File: config.mk
export PLATFORM = sky130hd
export DESIGN_NAME = palette_store
export DESIGN_NICKNAME = d
export VERILOG_FILES = /design/src/rtl/palette_store.sv
export SDC_FILE = /design/constraint.sdc
export NUM_CORES = 1
export LEC_CHECK = 0
export BUFFER_PORTS_ARGS = -buffer_cell sky130_fd_sc_hd__buf_2
export CORE_MARGIN = 5
export CORE_UTILIZATION = 60
export DETAILED_ROUTE_END_ITERATION = 10
export MAX_ROUTING_LAYER = met4
export PLACE_DENSITY = 0.85
export SKIP_LAST_GASP = 1
export SYNTH_ARGS = -nofsm -noshare
export SYNTH_HDL_FRONTEND = slang
export SYNTH_SLANG_ARGS = --single-unit
File: constraint.sdc
create_clock -name clk -period 3.13 [get_ports clk]
set_input_delay 0.626 -clock clk [delete_from_list [all_inputs] [get_ports clk]]
set_output_delay 0.626 -clock clk [all_outputs]
set_load 0.05 [all_outputs]
File: src/rtl/palette_store.sv
// Writable colour palette with NUM_PORTS registered read ports and a default reload after reset.
// Latency: reads 1 cycle (rd_en before edge k -> rd_color/rd_valid after edge k); the reload takes NUM_ENTRIES cycles.
// Backpressure: none on reads; writes are accepted only while wr_ready is high and are dropped silently otherwise.
module palette_store #(
  parameter int NUM_ENTRIES = 16,
  parameter int COLOR_W     = 8,
  parameter int NUM_PORTS   = 2,
  parameter logic [NUM_ENTRIES*COLOR_W-1:0] DEFAULTS =
    128'hf6af_aa38_c900_3f00_6fea_f800_ef66_0700,
  localparam int IDX_W = (NUM_ENTRIES > 1) ? $clog2(NUM_ENTRIES) : 1
) (
  input  logic                                clk,
  input  logic                                rst,
  input  logic [NUM_PORTS-1:0]                rd_en,
  input  logic [NUM_PORTS-1:0][IDX_W-1:0]     rd_index,
  output logic [NUM_PORTS-1:0][COLOR_W-1:0]   rd_color,
  output logic [NUM_PORTS-1:0]                rd_valid,
  input  logic                                wr_en,
  input  logic [IDX_W-1:0]                    wr_index,
  input  logic [COLOR_W-1:0]                  wr_color,
  output logic                                wr_ready,
  output logic                                init_busy
);

  // One extra bit so the depth itself is representable for range checks.
  localparam logic [IDX_W:0]   DEPTH = NUM_ENTRIES[IDX_W:0];
  localparam logic [IDX_W-1:0] LAST  = IDX_W'(NUM_ENTRIES - 1);

  typedef enum logic {INIT, READY} state_t;

  state_t                             state;
  state_t                             state_nxt;
  logic [IDX_W-1:0]                   init_cnt;
  logic [IDX_W-1:0]                   cnt_nxt;
  logic [COLOR_W-1:0]                 mem [NUM_ENTRIES];

  logic                               mem_we;
  logic [IDX_W-1:0]                   mem_addr;
  logic [COLOR_W-1:0]                 mem_dat;
  logic                               wr_acc;
  logic [NUM_PORTS-1:0][COLOR_W-1:0]  rd_dat;

  assign init_busy = (state == INIT);
  assign wr_ready  = (state == READY);

  // A CPU write lands only in READY, outside reset, and inside the table.
  assign wr_acc = wr_en & (state == READY) & ~rst & ({1'b0, wr_index} < DEPTH);

  // Next state and the single storage write port, shared by reload and CPU writes.
  always_comb begin
    state_nxt = state;
    cnt_nxt   = init_cnt;
    mem_we    = 1'b0;
    mem_addr  = '0;
    mem_dat   = '0;
    unique case (state)
      INIT: begin
        mem_we   = ~rst;
        mem_addr = init_cnt;
        mem_dat  = DEFAULTS[init_cnt*COLOR_W +: COLOR_W];
        if (init_cnt == LAST) begin
          state_nxt = READY;
        end else begin
          cnt_nxt = init_cnt + 1'b1;
        end
      end
      READY: begin
        if (wr_acc) begin
          mem_we   = 1'b1;
          mem_addr = wr_index;
          mem_dat  = wr_color;
        end
      end
      default: state_nxt = INIT;
    endcase
  end

  // State register; reset restarts the reload from entry 0.
  always_ff @(posedge clk) begin
    if (rst) begin
      state    <= INIT;
      init_cnt <= '0;
    end else begin
      state    <= state_nxt;
      init_cnt <= cnt_nxt;
    end
  end

  // Storage has no reset; the reload sequence refills it.
  always_ff @(posedge clk) begin
    if (mem_we) begin
      mem[mem_addr] <= mem_dat;
    end
  end

  // Per-port lookup: out-of-range reads yield 0, a colliding accepted write is forwarded.
  always_comb begin
    rd_dat = '0;
    for (int p = 0; p < NUM_PORTS; p++) begin
      if ({1'b0, rd_index[p]} < DEPTH) begin
        if (wr_acc && (wr_index == rd_index[p])) begin
          rd_dat[p] = wr_color;
        end else begin
          rd_dat[p] = mem[rd_index[p]];
        end
      end
    end
  end

  // Registered read outputs; colour holds when the port is not serviced.
  always_ff @(posedge clk) begin
    if (rst) begin
      rd_valid <= '0;
      rd_color <= '0;
    end else begin
      for (int p = 0; p < NUM_PORTS; p++) begin
        rd_valid[p] <= rd_en[p] & (state == READY);
        if (rd_en[p] && (state == READY)) begin
          rd_color[p] <= rd_dat[p];
        end
      end
    end
  end

endmodule

==> run_results.csv, run 1 <==
group,metric,value,unit
power,peakVddDrop,0.0004183,V
setup_path,cp_data_arrival_time,2820,ps
logic_synthesis,synth_ff_type,"edfxtp_1",
floorplan,die_w,120.2,um
sta,worst_slew_pin_slew,748.8,ps
power,intPower,3510,uW
sta,rsz0062_at_grt,"false",
clocking,cts_resized,0,
flow_run,cap_violations,0,
sta,hold_viol,0,
clocking,cts.sinks,151,
sta,final.setup.tns,0,ps
floorplan,start_util,0.6096,
setup_path,crit_chain,"nand2_1, nor2_1, a221oi_1, inv_1",
drt,wl_per_cell,27.72,um
clocking,h-tree-depth,4,
setup_path,cp-start-kind,"flip-flop",
clocking,holdBufCountCts,0,
cells_and_area,syn2layout_area_growth,12.73,%
power,clockPowerShare,0.404,
floorplan,num_io_pins,45,
drt,ant_nets,0,
sta,finalCritPeriodShare,0.8618,
setup_path,critPathTopFamily,"flip-flops",
cells_and_area,num_antenna_cells,0,
sta,relSlewSlack,0.5003,
global_route,grt_pass1_vias,4838,
sta,period_needed,2697,ps
logic_synthesis,async_flop_share,0,
global_route,grt_max_degree,34,
sta,slew_violations,0,
logic_synthesis,syn_area,7292,um^2
global_route,grtUsageTotal,0.2804,
clocking,clk_pin_slew,60,ps
setup_path,crit_fanout,23,
placed_design,portBuffers,44,
logic_synthesis,avgSynthCellArea,15.48,um^2
clocking,cts_tree,"yes",
sta,fin_worst_skew,9.809,ps
global_route,grt_overflow,0,
power,leakagePower,0.002799,uW
clocking,cts_buffers,17,
floorplan,die-area,14460,um^2
sta,hold_ws,467.6,ps
power,sequentialPowerShare,0.494,
cells_and_area,multi_input_area,2785,um^2
placed_design,gp_congestion,1.057,
clocking,clk_latency,430,ps
cells_and_area,nFillCells,717,
cells_and_area,fin_util,0.6872,
logic_synthesis,yosysSeqAreaShare,0.5903,
drt,drt_iter0_drc,617,
drt,drc,1,
drt,drt-pass1-iter-count,8,
logic_synthesis,syn_inst,471,
global_route,grt_antenna_before_repair,0,
logic_synthesis,synth_seq_cells,151,
logic_synthesis,yosys_warnings,0,
drt,wl,18680,um
clocking,clock_tree.buffer_depth,2,
sta,max_clock_freq,0.3707,GHz
floorplan,die_h,120.2,um
logic_synthesis,synthesis.nets,501,
clocking,post_cts_buffers,0,
power,p_switching,1104,uW
placed_design,place_hpwl,12640,um
outcome,status,"complete, but fails checks",
power,p_per_area,561.3,nW/um^2
floorplan,core_area,11960,um^2
logic_synthesis,synth-edff-count,128,
setup_path,critPathBufInv,1,
setup_path,crit_path_end_kind,"flip-flop",
setup_path,slowest_delay,780,ps
setup_path,crit_type,"reg2reg",
drt,via_per_inst,7.312,
cells_and_area,seq_area,4304,um^2
setup_path,slowest_stage,"dfxtp_1",
power,p_sw_frac,0.2393,
outcome,violations,"DRC",
setup_path,required,3250,ps
clocking,root_buffer,"clkbuf_16",
power,p_comb_frac,0.102,
hold_path,hp-class,"reg2reg",
global_route,grt_pass1_wl,28950,um
logic_synthesis,synth.distinct_cells,43,
sta,setup-violations-final,0,
floorplan,rows,40,
cells_and_area,drive_gt1_frac,0.2903,
drt,dr_total_vias,4928,
cells_and_area,num-nets-final,544,
==> cells in the mapped netlist (2+ instances only) <==
cell	count	area, um^2
edfxtp_1	128	3844
mux4_2	64	1441
nand2_1	36	135.1
nor2_1	27	101.4
dfxtp_1	23	460.4
clkbuf_1	18	67.56
o211ai_1	18	135.1
a22oi_1	17	127.6
a21oi_1	13	65.06
inv_1	11	41.29
a221oi_1	10	87.58
a22o_1	8	70.07
nand2b_1	8	50.05
o221ai_1	8	70.07
buf_1	6	22.52
buf_2	6	30.03
nand3_1	6	30.03
and2_1	5	31.28
ha_1	5	62.56
nor2b_1	5	31.28
nor3_1	5	25.02
xor2_1	5	43.79
a211oi_1	4	30.03
a21o_1	3	22.52
nand4_1	3	18.77
nand4b_1	3	26.28
xnor2_1	3	26.28
a311oi_1	2	17.52
a31oi_1	2	12.51
buf_4	2	15.01
buf_6	2	22.52
o21a_1	2	15.01
o22ai_1	2	12.51
or3_1	2	12.51
==> flip-flops by register name, indices dropped and copies added, names as in the netlist <==
name / cells
mem: 128
rd_color: 16
wr_ready: 1
init_cnt: 4
rd_valid: 2
==> routing by layer <==
metal	wire length (um)	part of all wire	GRT usage
met5	0	0	-
met4	914	0.049	0.1296
met3	2191	0.12	0.08185
met2	8745	0.47	0.4159
met1	6830	0.37	0.3631
==> cell families (layout without fill, tap and decap cells) <==
group,Yosys count,in the layout,share of synthesized area
mux,65,65,0.1990
xor+xnor,8,8,0.009609
buf+inv,46,102,0.02779
simple gates,103,103,0.06846
flops,151,151,0.5903
compound gates,93,93,0.09626
fa+ha+maj,5,5,0.008579
==> worst paths after layout <==
| path | from | to | slack [ps] | cells after the start |
|---|---|---|---|---|
| hold / removal | rd_color[1] | rd_color[1] | 470 | 2 |
| hold reg to reg | rd_color[1] | rd_color[1] | 470 | 2 |
| setup / recovery | wr_ready | mem[5][3] | 430 | 4 |
| setup reg to reg | wr_ready | mem[5][3] | 430 | 4 |
==> worst reg2reg max path: cells and delay by family (launching register included) <==
kind            cells  cell delay, ps
simple gates        2             730
flops               1             780
buf+inv             1             610
compound gates      1             270
==> placed cells by master (no fill, tap or decap), types with 3 or more instances in the layout <==
cell and instances:
nor2_1 27, nand3_1 6, a22o_1 8, nor2b_1 5, nand2b_1 8, dfxtp_1 23, inv_1 11, clkinvlp_4 4
buf_2 44, a221oi_1 10, o221ai_1 8, clkinv_1 4, a21oi_1 13, ha_1 5, nand2_1 36, xor2_1 5
a22oi_1 17, o211ai_1 18, clkbuf_16 17, buf_12 3, nor3_1 5, mux4_2 64, xnor2_1 3, nand4_1 3
buf_4 11, a21o_1 3, nand4b_1 3, a211oi_1 4, and2_1 5, edfxtp_1 128
==> power by group through the flow <==
stage          clock network, uW  logic [uW]  registers, uW
5_1_grt                     1980         496           2280
3_5_place_dp                   0         454           2320
2_1_floorplan                  0         307           2310
3_3_place_gp                   0         435           2320
6_report                    1870         468           2280
4_1_cts                     1880         459           2280
==> metrics by stage <==
stage                     std cells  setup slack, ps  power, uW  instance area [um^2]
after floorplan                 471            574.4       2614                  7292
after global placement          642            605.9       2752                  7681
after detailed placement        642            472.1       2775                  7681
after CTS                       674            508.8       4617                  8220
after global routing            674            282.1       4762                  8220
final                           674            432.5       4614                  8220
==> cell type report <==
class                   count  area share
clock buffers              19     0.05266
repair buffers             58     0.04414
clock inverters            13     0.01294
multi-input cells         274      0.3388
well taps                 147     0.02237
flip-flops and latches    151      0.5236
inverters                  12    0.005479
Power figures use the tool's default switching activity.
==> inputs of run 2 (changes only) <==
CORE_UTILIZATION = 40   (was 60)
PLACE_DENSITY = 0.62   (was 0.85)
==> run_results.csv, run 2 (synthesis results as in run 1) <==
group,metric,value,unit
sta,final.setup.tns,0,ps
placed_design,place_hpwl,13620,um
floorplan,die_h,145.0,um
sta,rsz0062_at_grt,"false",
hold_path,holdPathStages,2,
drt,drc,0,
drt,drt-pass1-iter-count,5,
cells_and_area,multi_input_area,2785,um^2
clocking,h-tree-depth,4,
outcome,status,"finished clean",
clocking,root_buffer,"clkbuf_16",
sta,setup-violations-final,0,
setup_path,slowest_stage,"dfxtp_1",
cells_and_area,num-nets-final,559,
clocking,clk_pin_slew,60,ps
drt,wl_per_cell,25.40,um
floorplan,die_w,145.0,um
setup_path,crit_chain,"nand2_1, nor2_1, a22oi_1, inv_1",
setup_path,crit_path_end_kind,"flip-flop",
clocking,cts_tree,"yes",
power,p_sw_frac,0.2234,
cells_and_area,seq_area,4304,um^2
global_route,grt_antenna_before_repair,0,
power,sequentialPowerShare,0.447,
flow_run,cap_violations,0,
clocking,cts_buffers,17,
cells_and_area,top_regs,"mem: 128 flops, rd_color: 16 flops, init_cnt: 4 flops",
global_route,top_usage_layer,"met2",
global_route,grt_pass1_vias,4812,
floorplan,die-area,21030,um^2
clocking,clock_tree.buffer_depth,2,
clocking,cts_resized,0,
global_route,use_met1,0.2357,
clocking,holdBufCountCts,0,
cells_and_area,largest_reg_flops,128,
cells_and_area,max_flop_register,"mem",
setup_path,required,3290,ps
setup_path,crit_fanout,23,
cells_and_area,num_antenna_cells,0,
drt,dr_total_vias,4715,
floorplan,num_io_pins,45,
sta,worst_slew_pin_slew,908.0,ps
sta,slew_violations,0,
placed_design,dpl_cell_area,7884,um^2
power,intPower,3959,uW
cells_and_area,layout_commonest_cell,"edfxtp_1",
global_route,grt_max_degree,34,
setup_path,slowest_delay,810,ps
cells_and_area,nFillCells,1512,
cells_and_area,syn2layout_area_growth,17.50,%
setup_path,cp-start-kind,"flip-flop",
floorplan,start_util,0.4059,
sta,setup_slack,550.7,ps
clocking,post_cts_buffers,0,
sta,period_needed,2579,ps
placed_design,portBuffers,44,
sta,finalCritPeriodShare,0.8241,
sta,fin_worst_skew,8.301,ps
power,p_comb_frac,0.092,
setup_path,crit_type,"reg2reg",
setup_path,r2r_cells,4,
cells_and_area,design_area,8568,um^2
drt,wl,19580,um
hold_path,hp-class,"reg2reg",
drt,ant_nets,0,
cells_and_area,drive_gt1_frac,0.3210,
drt,via_per_inst,6.115,
global_route,grt_overflow,0,
drt,drt_iter0_drc,471,
setup_path,cp_data_arrival_time,2740,ps
global_route,grtUsageTotal,0.1946,
clocking,cts.sinks,151,
power,p_per_area,595.0,nW/um^2
power,leakagePower,0.002951,uW
placed_design,gp_congestion,0.9015,
global_route,use_met3,0.04677,
global_route,grt_use_met2,0.3167,
power,clockPowerShare,0.461,
power,peakVddDrop,0.0003751,V
cells_and_area,layout_common_cells,"edfxtp_1, mux4_2, buf_2",
clocking,clk_latency,430,ps
power,p_switching,1139,uW
placed_design,dpl_worst_slack,515.4,ps
sta,max_clock_freq,0.3877,GHz
floorplan,core_area,17960,um^2
sta,hold_viol,0,
global_route,grt_pass1_wl,29790,um
floorplan,rows,49,
sta,relSlewSlack,0.3934,
[run 2: cell count changes in the layout (fill, tap and decap cells not counted), moves of 2 or more]
cell        delta
clkinv_4       +2
clkinv_1       -4
clkinvlp_4     -3
bufinv_16      +5
buf_4         +16
clkbuf_1       -2
[run 2: critical path: cells and delay by family (launching register included)]
kind            cells  cell delay, ps
flops               1             810
buf+inv             1             490
simple gates        2             710
compound gates      1             280
[run 2: path summary, 6_finish.rpt]
check,endpoint,from,slack [ps]
worst min-delay path,rd_color[7],rd_color[7],460
worst min register to register,rd_color[7],rd_color[7],460
worst max register to register,mem[13][4],wr_ready,550
worst max-delay path,mem[13][4],wr_ready,550
[run 2: layer usage]
metal / routed length (um) / part of all wire
met1: 7547 / 0.39
met2: 10130 / 0.52
met3: 1320 / 0.067
met4: 580 / 0.030
met5: 0 / 0
[run 2: metrics by stage]
| stage | hold slack, ps | cells | total power [uW] | util |
|---|---|---|---|---|
| after floorplan | 607.0 | 471 | 2614 | - |
| after CTS | 462.8 | 771 | 5121 | 0.4770 |
| after global placement | 464.2 | 739 | 2774 | 0.4389 |
| final | 460.0 | 771 | 5098 | 0.4770 |
| after detailed placement | 443.0 | 739 | 2784 | 0.4389 |
| after global routing | 486.9 | 771 | 5263 | 0.4770 |
[run 2: area by class of cell]
cell class	count	share of cell area
clock buffer	18	0.05126
timing repair buffer	73	0.05403
sequential	151	0.5023
tap	229	0.03344
clock inverter	14	0.02862
multi-input combinational	274	0.3251
inverter	12	0.005257
[run 2: power by group through the flow]
stage / Combinational (uW) / Clock (uW) / Sequential [uW]
final: 469 / 2350 / 2280
after global routing: 502 / 2480 / 2280
after CTS: 467 / 2380 / 2280
after detailed placement: 466 / 0 / 2320
after global placement: 458 / 0 / 2320
after floorplan: 307 / 0 / 2310
==> inputs of run 3 (changes only) <==
ABC_AREA = 1   (was not set)
PLACE_DENSITY = 0.64   (was 0.62)
clock period = 2.05 ns   (was 3.13 ns; I/O delays follow)
==> run_results.csv, run 3 <==
group,metric,value,unit
power,p_per_area,811.3,nW/um^2
setup_path,slowest_stage,"dfxtp_1",
cells_and_area,design_area,9637,um^2
clocking,clock_tree.buffer_depth,2,
drt,wl_per_cell,18.00,um
clocking,cts_buffers,17,
sta,rsz0062_at_grt,"false",
setup_path,slowest_delay,310,ps
drt,wl,24460,um
logic_synthesis,synth.distinct_cells,26,
sta,setup-violations-final,0,
logic_synthesis,synth_top_family_by_area,"simple AND/OR/NAND/NOR gates",
setup_path,crit_end,"mem[3][2]",
logic_synthesis,synth_fa_ha_area_frac,0.007660,
cells_and_area,largest_reg_flops,128,
global_route,grt_max_degree,66,
setup_path,crit_type,"reg2reg",
logic_synthesis,synth_common_cells,"nand2_1, nand3_1, edfxtp_1",
clocking,root_buffer,"clkbuf_16",
global_route,grt_pass1_vias,6857,
drt,drt-pass1-iter-count,6,
global_route,grtUsageTotal,0.2148,
setup_path,required,2220,ps
logic_synthesis,yosysMostFrequentCell,"nand2_1",
logic_synthesis,syn_area,8167,um^2
sta,hold_viol,0,
floorplan,num_io_pins,45,
sta,max_clock_freq,0.5115,GHz
logic_synthesis,yosysSeqAreaShare,0.5270,
cells_and_area,multi_input_area,3386,um^2
sta,relSlewSlack,0.6107,
sta,slew_violations,0,
global_route,grt_pass1_wl,37980,um
drt,ant_nets,0,
floorplan,die-area,23370,um^2
cells_and_area,syn2layout_area_growth,18.00,%
setup_path,critPathBufInv,4,
flow_run,cap_violations,0,
logic_synthesis,muxShareOfSynthArea,0,
drt,via_per_inst,5.389,
sta,hold_ws,312.5,ps
logic_synthesis,synth-simple-area-share,0.3847,
clocking,clk_latency,430,ps
cells_and_area,max_flop_register,"mem",
clocking,cts_tree,"yes",
drt,drt_iter0_drc,761,
logic_synthesis,yosys-top-cells-area,"edfxtp_1, nand2_1, nand3_1",
logic_synthesis,yosysTopAreaCell,"edfxtp_1",
clocking,cts.sinks,151,
setup_path,cp_data_arrival_time,2130,ps
logic_synthesis,async_flop_share,0,
outcome,status,"finished clean",
drt,drc,0,
setup_path,r2r_cells,9,
sta,worst_slew_pin_slew,583.3,ps
floorplan,core_area,20170,um^2
setup_path,critPathTopFamily,"buffers and inverters",
power,leakagePower,0.004168,uW
setup_path,r2r-start,"init_cnt[0]",
cells_and_area,layout_commonest_cell,"nand2_1",
cells_and_area,seq_area,4305,um^2
logic_synthesis,synth-edff-count,128,
floorplan,die_w,152.9,um
clocking,holdBufCountCts,0,
setup_path,crit_chain,"buf_4, ha_1, nand2_1, inv_1, o21ai_1, o21ai_0, nor2_1, inv_1, buf_4",
logic_synthesis,synthesis.nets,1045,
logic_synthesis,syn_inst,1015,
placed_design,gp_congestion,0.9740,
logic_synthesis,synth_compound_area_frac,0.02099,
setup_path,cp_num_cells,9,
global_route,grt_overflow,0,
placed_design,portBuffers,44,
global_route,grt_antenna_before_repair,0,
cells_and_area,layout_common_cells,"nand2_1, nand3_1, edfxtp_1",
clocking,post_cts_buffers,0,
logic_synthesis,yosys_warnings,0,
setup_path,crit_path_end_kind,"flip-flop",
setup_path,r2r_end,"mem[3][2]",
floorplan,die_h,152.9,um
power,p_total,7818,uW
clocking,h-tree-depth,4,
clocking,clk_pin_slew,70,ps
sta,fin_worst_skew,10.96,ps
power,peakVddDrop,0.0006074,V
cells_and_area,top_regs,"mem: 128 flops, rd_color: 16 flops, init_cnt: 4 flops",
drt,dr_total_vias,7323,
logic_synthesis,synth_ff_type,"edfxtp_1",
sta,finalCritPeriodShare,0.9536,
logic_synthesis,synth-xor-area-share,0,
logic_synthesis,synth_top_cell_area_share,0.4707,
hold_path,hp-class,"in2reg",
floorplan,rows,52,
cells_and_area,nFillCells,1933,
cells_and_area,num_antenna_cells,0,
floorplan,start_util,0.4049,
cells_and_area,drive_gt1_frac,0.1469,
placed_design,dpl_cell_area,9005,um^2
setup_path,crit_fanout,8,
placed_design,place_hpwl,16550,um
cells_and_area,num-nets-final,1106,
setup_path,cp-start-kind,"flip-flop",
logic_synthesis,synth_seq_cells,151,
logic_synthesis,avgSynthCellArea,8.046,um^2
setup_path,r2r_slack,100,ps
sta,period_needed,1955,ps
setup_path,crit_start,"init_cnt[0]",
-- run 3: changes by cell type after synthesis, moves of 18 or more --
cell,change
o211ai_1,-18
inv_1,+41
nand2_1,+372
nand3_1,+220
mux4_2,-64
buf_2,+29
-- run 3: cells by family (layout without fill, tap and decap cells) --
kind of cell | count (synthesis) | in the layout
AND/OR/NAND/NOR | 712 | 712
flip-flops | 151 | 151
buffers and inverters | 114 | 188
AO/OA/AOI/OAI | 33 | 33
adder cells (fa/ha/maj) | 5 | 5
-- run 3: per-stage QoR --
step / instances / util / TNS, ps / worst slack [ps]
2_1_floorplan: 1015 / - / -7840 / -101.6
3_3_place_gp: 1327 / 0.4465 / 0 / 107.5
3_5_place_dp: 1327 / 0.4465 / 0 / 124.4
4_1_cts: 1359 / 0.4777 / 0 / 92.77
5_1_grt: 1359 / 0.4778 / 0 / 4.212
6_report: 1359 / 0.4778 / 0 / 95.09
-- run 3: timing repair --
item                                   CTS  global route
resized for setup                        0             3
setup endpoints to repair                0            25
endpoints found under the hold margin    0             0
-- run 3: worst min-delay path by stage --
stage / from / to / slack (ps) / cells past startpoint
after global routing: rst / init_cnt[2] / 350 / 4
final: rst / init_cnt[2] / 310 / 4
after floorplan: init_cnt[3] / init_cnt[3] / 520 / 2
after CTS: rst / init_cnt[2] / 300 / 4
after detailed placement: rd_color[1] / rd_color[1] / 450 / 2
after global placement: rd_color[15] / rd_color[15] / 450 / 2
-- run 3: cell type report --
cell class | count | share of cell area
sequential | 151 | 0.4468
inverter | 59 | 0.02298
clock buffer | 17 | 0.04414
tap | 270 | 0.03506
timing repair buffer | 97 | 0.07842
multi-input combinational | 750 | 0.3513
clock inverter | 15 | 0.02129
-- run 3: power breakdown --
group | switching (uW) | internal [uW] | total, uW | leakage (uW)
sequential | 23.2 | 3420 | 3440 | 0.00136
clock | 1400 | 1970 | 3370 | 0.000311
combinational | 703 | 304 | 1010 | 0.00249
total | 2120 | 5700 | 7820 | 0.00417
-- run 3: layer usage --
layer  wire [um]  vias to the layer above  part of all wire  track usage
met1       10180                     3386              0.42       0.2868
met2       11130                      361              0.46       0.3231
met4         782                        0             0.032      0.08104
li1            -                     3515                 -            -
met3        2361                       61             0.097      0.04693
met5           0                        -                 0            -
-- run 3: worst reg2reg max path: stages (launching register included) --
cell and delay, ps:
dfxtp_1 310, buf_4 170, ha_1 260, nand2_1 90, inv_1 70, o21ai_1 140, o21ai_0 120, nor2_1 240
inv_1 100, buf_4 190
